File: src/rtl/hdmi_video_timing.sv
// Video timing generator for an HDMI 4:2:2 output path: raster counters, sync/DE
// generation and pixel fetch from a first-word-fall-through source, with registered outputs.
module hdmi_video_timing #(
  parameter int H_ACTIVE = 1280,
  parameter int H_FP     = 110,
  parameter int H_SYNC   = 40,
  parameter int H_BP     = 220,
  parameter int V_ACTIVE = 720,
  parameter int V_FP     = 5,
  parameter int V_SYNC   = 5,
  parameter int V_BP     = 20,
  parameter int HS_POL   = 1,
  parameter int VS_POL   = 1
) (
  input  logic       clk,
  input  logic       rst_n,
  input  logic       enable,
  input  logic [7:0] pix_y,
  input  logic [7:0] pix_cb,
  input  logic [7:0] pix_cr,
  input  logic       pix_valid,
  output logic       pix_req,
  output logic [7:0] y,
  output logic [7:0] c,
  output logic       hsync_out,
  output logic       vsync_out,
  output logic       de_out,
  output logic       frame_start,
  output logic       underflow,
  input  logic       clr_underflow
);

  localparam int H_TOTAL = H_ACTIVE + H_FP + H_SYNC + H_BP;
  localparam int V_TOTAL = V_ACTIVE + V_FP + V_SYNC + V_BP;
  localparam int HW = (H_TOTAL > 1) ? $clog2(H_TOTAL) : 1;
  localparam int VW = (V_TOTAL > 1) ? $clog2(V_TOTAL) : 1;
  localparam logic [HW-1:0] H_LAST = HW'(H_TOTAL - 1);
  localparam logic [VW-1:0] V_LAST = VW'(V_TOTAL - 1);
  localparam int H_SS = H_ACTIVE + H_FP;
  localparam int V_SS = V_ACTIVE + V_FP;
  localparam logic HS_ON = (HS_POL != 0);
  localparam logic VS_ON = (VS_POL != 0);
  localparam logic [7:0] BLACK_Y = 8'h10;
  localparam logic [7:0] BLACK_C = 8'h80;

  typedef enum logic [1:0] {
    ST_IDLE  = 2'd0,
    ST_RUN   = 2'd1,
    ST_DRAIN = 2'd2
  } state_t;

  state_t          state_r, state_s;
  logic [HW-1:0]   h_cnt_r, h_cnt_s, h_next_s;
  logic [VW-1:0]   v_cnt_r, v_cnt_s, v_next_s;
  logic            h_wrap_s, v_wrap_s;
  logic            running_s, act_s, hs_reg_s, vs_reg_s, origin_s;

  // Raster position decode shared by the FSM and the output stage.
  always_comb begin
    h_wrap_s  = (h_cnt_r == H_LAST);
    v_wrap_s  = (v_cnt_r == V_LAST);
    h_next_s  = h_wrap_s ? {HW{1'b0}} : (h_cnt_r + HW'(1));
    v_next_s  = v_cnt_r;
    if (h_wrap_s) begin
      v_next_s = v_wrap_s ? {VW{1'b0}} : (v_cnt_r + VW'(1));
    end else begin
      v_next_s = v_cnt_r;
    end
    running_s = (state_r == ST_RUN) || (state_r == ST_DRAIN);
    act_s     = running_s && (int'(h_cnt_r) < H_ACTIVE) && (int'(v_cnt_r) < V_ACTIVE);
    hs_reg_s  = running_s && (int'(h_cnt_r) >= H_SS) && (int'(h_cnt_r) < H_SS + H_SYNC);
    vs_reg_s  = running_s && (int'(v_cnt_r) >= V_SS) && (int'(v_cnt_r) < V_SS + V_SYNC);
    origin_s  = running_s && (h_cnt_r == {HW{1'b0}}) && (v_cnt_r == {VW{1'b0}});
  end

  assign pix_req = act_s;

  // Next-state and counter update; DRAIN only returns to IDLE on the frame's last pixel.
  always_comb begin
    state_s = state_r;
    h_cnt_s = h_cnt_r;
    v_cnt_s = v_cnt_r;
    case (state_r)
      ST_IDLE: begin
        h_cnt_s = {HW{1'b0}};
        v_cnt_s = {VW{1'b0}};
        if (enable) state_s = ST_RUN;
        else        state_s = ST_IDLE;
      end
      ST_RUN: begin
        h_cnt_s = h_next_s;
        v_cnt_s = v_next_s;
        if (enable) state_s = ST_RUN;
        else        state_s = ST_DRAIN;
      end
      ST_DRAIN: begin
        h_cnt_s = h_next_s;
        v_cnt_s = v_next_s;
        if (enable)                    state_s = ST_RUN;
        else if (h_wrap_s && v_wrap_s) state_s = ST_IDLE;
        else                           state_s = ST_DRAIN;
      end
      default: begin
        state_s = ST_IDLE;
        h_cnt_s = {HW{1'b0}};
        v_cnt_s = {VW{1'b0}};
      end
    endcase
  end

  // State and raster counter registers.
  always_ff @(posedge clk or negedge rst_n) begin
    if (!rst_n) begin
      state_r <= ST_IDLE;
      h_cnt_r <= {HW{1'b0}};
      v_cnt_r <= {VW{1'b0}};
    end else begin
      state_r <= state_s;
      h_cnt_r <= h_cnt_s;
      v_cnt_r <= v_cnt_s;
    end
  end

  // Registered video outputs, one clock behind the counter state.
  always_ff @(posedge clk or negedge rst_n) begin
    if (!rst_n) begin
      de_out      <= 1'b0;
      hsync_out   <= ~HS_ON;
      vsync_out   <= ~VS_ON;
      y           <= BLACK_Y;
      c           <= BLACK_C;
      frame_start <= 1'b0;
      underflow   <= 1'b0;
    end else begin
      de_out      <= act_s;
      hsync_out   <= hs_reg_s ? HS_ON : ~HS_ON;
      vsync_out   <= vs_reg_s ? VS_ON : ~VS_ON;
      frame_start <= origin_s;
      if (act_s && pix_valid) begin
        y <= pix_y;
        c <= h_cnt_r[0] ? pix_cr : pix_cb;
      end else begin
        y <= BLACK_Y;
        c <= BLACK_C;
      end
      // A starved active pixel outranks a simultaneous clear.
      if (act_s && !pix_valid) underflow <= 1'b1;
      else if (clr_underflow)  underflow <= 1'b0;
      else                     underflow <= underflow;
    end
  end

endmodule

File: config.mk
export PLATFORM = sky130hd
export DESIGN_NAME = hdmi_video_timing
export DESIGN_NICKNAME = d
export VERILOG_FILES = /design/src/rtl/hdmi_video_timing.sv
export SDC_FILE = /design/constraint.sdc
export NUM_CORES = 1
export LEC_CHECK = 0
export CAP_MARGIN = 30
export CORE_UTILIZATION = 40
export CTS_BUF_LIST = sky130_fd_sc_hd__clkbuf_4 sky130_fd_sc_hd__clkbuf_8
export DETAILED_ROUTE_END_ITERATION = 6
export GPL_TIMING_DRIVEN = 0
export HOLD_SLACK_MARGIN = 0.15
export PLACE_DENSITY_LB_ADDON = 0.15
export SETUP_SLACK_MARGIN = 0.02
export SLEW_MARGIN = 5
export SYNTH_ARGS = -nofsm -noshare
export SYNTH_HDL_FRONTEND = slang
export SYNTH_SLANG_ARGS = --single-unit
File: constraint.sdc
create_clock -name clk -period 2.92 [get_ports clk]
set_input_delay 0.438 -clock clk [delete_from_list [all_inputs] [get_ports clk]]
set_output_delay 0.438 -clock clk [all_outputs]
set_load 0.01 [all_outputs]
==> summary.log <==
[synth] top cell types by occurrence after synthesis sky130_fd_sc_hd__dfrtp_1 (42), sky130_fd_sc_hd__nor2_1 (24), sky130_fd_sc_hd__inv_1 (14), sky130_fd_sc_hd__nand2_1 (14), sky130_fd_sc_hd__nand3_1 (13)
[clocking] maximum level of the CTS H-tree 2
[timing] transition time at the pin with the least slew margin 0.728 ns
[timing] fin crit share 0.892
[timing] RSZ-0062 raised after global routing no
[power] Static Leak 0.00124 uW
[status] run status finished clean
[detailed_routing] drt first-iter violations 136
[placed_design] instance area at placement 2810 um^2
[global_route] largest net degree at the start of global routing 29
[timing] Setup TNS 0 ns
[power] Pwr per Cell Area 607 nW/um^2
[synth] share of flip-flops with an asynchronous set or reset 1.00
[detailed_routing] sum of routed wire length over all layers 4710 um
[global_route] number of antenna violations at the first check in global routing 0
[setup_path] CP startpoint kind flop
[floorplan] I/O pin count 51
[synth] distinct cell type count of the synthesized netlist 44
[setup_path] Slowest Stage Delay on Critical Path 0.54 ns
[synth] primary flip-flop cell chosen by synthesis mapping sky130_fd_sc_hd__dfrtp_1
[worst_hold_path] launch instance of the worst min-delay path underflow
[synth] largest cells by area after synthesis sky130_fd_sc_hd__dfrtp_1 (48%), sky130_fd_sc_hd__ha_1 (6.3%), sky130_fd_sc_hd__nor2_1 (4.1%)
[detailed_routing] total vias in the final route 1780
[placed_design] Final Wtd Congestion 0.825
[synth] Net Count, Synth 262
[timing] relative slew slack 0.515
[final_layout] final design area excluding fillers 2940 um^2
[synth] top cell type by total area after synthesis sky130_fd_sc_hd__dfrtp_1
[setup_path] type of the worst setup path flop to output pin
[timing] final count of negative-setup-slack endpoints 0
[placed_design] detailed placer's ending HPWL 3450 um
[floorplan] full die area 5810 um^2
[global_route] final global-route overflow total 0
[placed_design] number of port buffers 50
[global_route] Total GRT Usage 0.176
[detailed_routing] detailed-route vias per instance 5.06
[detailed_routing] number of iterations in the first detailed-routing pass 4
[timing] number of hold violations in the final report 0
[floorplan] starting utilization of the core area 0.423
[synth] warnings from Yosys 0
[final_layout] net total in the final layout 321
[detailed_routing] Detail Route Antenna Nets 0
[timing] post-route worst hold slack 0.554 ns
[synth] cell with the most instances after synthesis sky130_fd_sc_hd__dfrtp_1
[synth] average cell area after synthesis 9.92 um^2
[final_layout] Antenna Diode Count 0
[setup_path] worst flop-to-flop path startpoint h_cnt_r[3]
[floorplan] width of the die 76.2 um
[setup_path] required time of the critical path 2.48 ns
[synth] proportion of synthesized chip area in sequential cells 0.501
[setup_path] slowest stage cell on the critical path sky130_fd_sc_hd__clkdlybuf4s50_1
[clocking] clock tree from TritonCTS yes
[global_route] number of global-route vias before repair 1697
[synth] number of flops mapped to enable cells by yosys 0
[worst_hold_path] Hold WC Path Type flop to flop
[clocking] CTS root buf sky130_fd_sc_hd__clkbuf_8
[clocking] clock-pin transition on the worst setup and hold timing paths 0.09 ns
[timing] crit path time final 2.61 ns
[synth] post-synthesis cell area 2200 um^2
[timing] Final Max Tran Viols 0
[setup_path] Worst R2R Setup Slack 0.67 ns
[detailed_routing] post-route DRC violation count 0
[setup_path] start point of the critical path state_r[0]
[global_route] first-pass GRT wire length 8160 um
[power] maximum resistive drop on vdd 0.249 mV
[timing] final setup skew 0.00676 ns
[floorplan] die outline height 76.2 um
[timing] fmax 384 MHz
[clocking] number of buffers added by the clock tree synthesis step 5
[setup_path] biggest fanout along the worst timing path 10
[final_layout] fraction of layout instances using a drive strength above 1 0.0745
[synth] instance count of the mapped netlist 222
[floorplan] Std-Cell Rows 26
[final_layout] final core utilization 0.564
[detailed_routing] routed length per placed instance 13.4 um
[clocking] clock buffer depth 2
[clocking] Clock Latency Late Sink 0.30 ns
[synth] number of storage elements in the synthesis netlist 44
[synth] share of the synthesized area in the top cell type 0.477
[clocking] number of clock sinks 44
[final_layout] synthesis-to-layout area growth 33.4%
[flow_run] max-cap violations 0
[setup_path] data arrival time of the critical path 2.17 ns
[setup_path] sequence of cells on the critical path inv_1, ha_1, clkbuf_1, nand3_1, inv_1, clkdlybuf4s50_1
[setup_path] Critical Path Sink Type output pin
[setup_path] most frequent cell on the critical path sky130_fd_sc_hd__inv_1
[floorplan] Core Box Area 5200 um^2
[final cells by class]
type / instances / area, um^2
Buffer: 11 / 50.0
Clock buffer: 6 / 82.6
Clock inverter: 2 / 38.8
Fill cell: 450 / 2270
Inverter: 14 / 52.6
Multi-Input combinational cell: 153 / 996
Sequential cell: 44 / 1100
Tap cell: 70 / 87.6
Timing Repair Buffer: 52 / 526
[metrics by stage]
step | power [uW] | setup slack [ns] | std cells
floorplan | 1030 | 0.831 | 222
global placement | 1300 | 0.211 | 342
detailed placement | 1310 | 0.509 | 343
CTS | 1800 | 0.179 | 352
global route | 1890 | 0.0920 | 352
finish | 1780 | 0.314 | 352
[sequential cells by signal, summed over array words and instances (netlist names)]
signal and flops:
c 8, underflow 1, state_r 2, hsync_out 1, v_cnt_r 10, frame_start 1
y 8, vsync_out 1, de_out 1, h_cnt_r 11
[cells by family after synthesis]
kind of cell / after synthesis / synth area share
muxes: 8 / 0.0364
DFF: 44 / 0.501
and+or+nand+nor: 94 / 0.227
buffers and inverters: 25 / 0.0466
xor gates and xnor gates: 10 / 0.0398
adders and majority gates: 11 / 0.0625
AOI/OAI and AO/OA: 30 / 0.0864
[per-layer routing]
metal / routed length (um) / track usage / part of all wire / up-vias
met5: 0 / 0 / 0 / -
met4: 48 / 0.0558 / 0.010 / 0
met3: 251 / 0.0443 / 0.053 / 6
met2: 2040 / 0.259 / 0.43 / 54
met1: 2380 / 0.255 / 0.50 / 836
li1: - / - / - / 884
[critical path: cells and delay by family, from the launching register on]
family	cells	cell delay, ns
and+or+nand+nor	1	0.16
buffers and inverters	4	1.05
DFF	1	0.40
adders and majority gates	1	0.27
[layout by cell type, fill, tap and decap left out, types with 3 or more instances in the layout]
cell,count
sky130_fd_sc_hd__a21oi_1,5
sky130_fd_sc_hd__and2_1,7
sky130_fd_sc_hd__clkbuf_1,7
sky130_fd_sc_hd__clkbuf_8,6
sky130_fd_sc_hd__clkdlybuf4s50_1,49
sky130_fd_sc_hd__dfrtp_1,42
sky130_fd_sc_hd__ha_1,11
sky130_fd_sc_hd__inv_1,14
sky130_fd_sc_hd__mux2i_1,8
sky130_fd_sc_hd__nand2_1,14
sky130_fd_sc_hd__nand3_1,13
sky130_fd_sc_hd__nand4_1,5
sky130_fd_sc_hd__nor2_1,24
sky130_fd_sc_hd__nor3_1,4
sky130_fd_sc_hd__nor4_1,6
sky130_fd_sc_hd__o211ai_1,3
sky130_fd_sc_hd__o21ai_0,10
sky130_fd_sc_hd__or4_1,3
sky130_fd_sc_hd__xnor2_1,8
[power breakdown]
| part | total, uW | leakage (uW) | switching [uW] | internal [uW] |
|---|---|---|---|---|
| registers | 728 | 0.000594 | 38.0 | 690 |
| clock network | 495 | 0.0000614 | 215 | 280 |
| logic | 559 | 0.000587 | 292 | 267 |
| total | 1780 | 0.00124 | 545 | 1240 |
[timing repair]
| item | CTS | global route |
|---|---|---|
| setup endpoints to repair | 0 | 1 |
| resized for setup | 0 | 1 |
| buffers inserted | 0 | 0 |
| hold buffers | 1 | 0 |
| endpoints found under the hold margin | 16 | 0 |
[path summary, 6_finish.rpt]
check                             end  depth (start not counted)
max                           pix_req                          6
min                         underflow                          2
max reg2reg                v_cnt_r[6]                          5
min reg2reg                 underflow                          2
max in group asynchronous        c[7]                          3
min in group asynchronous  state_r[0]                          2
Power figures use the tool's default switching activity.
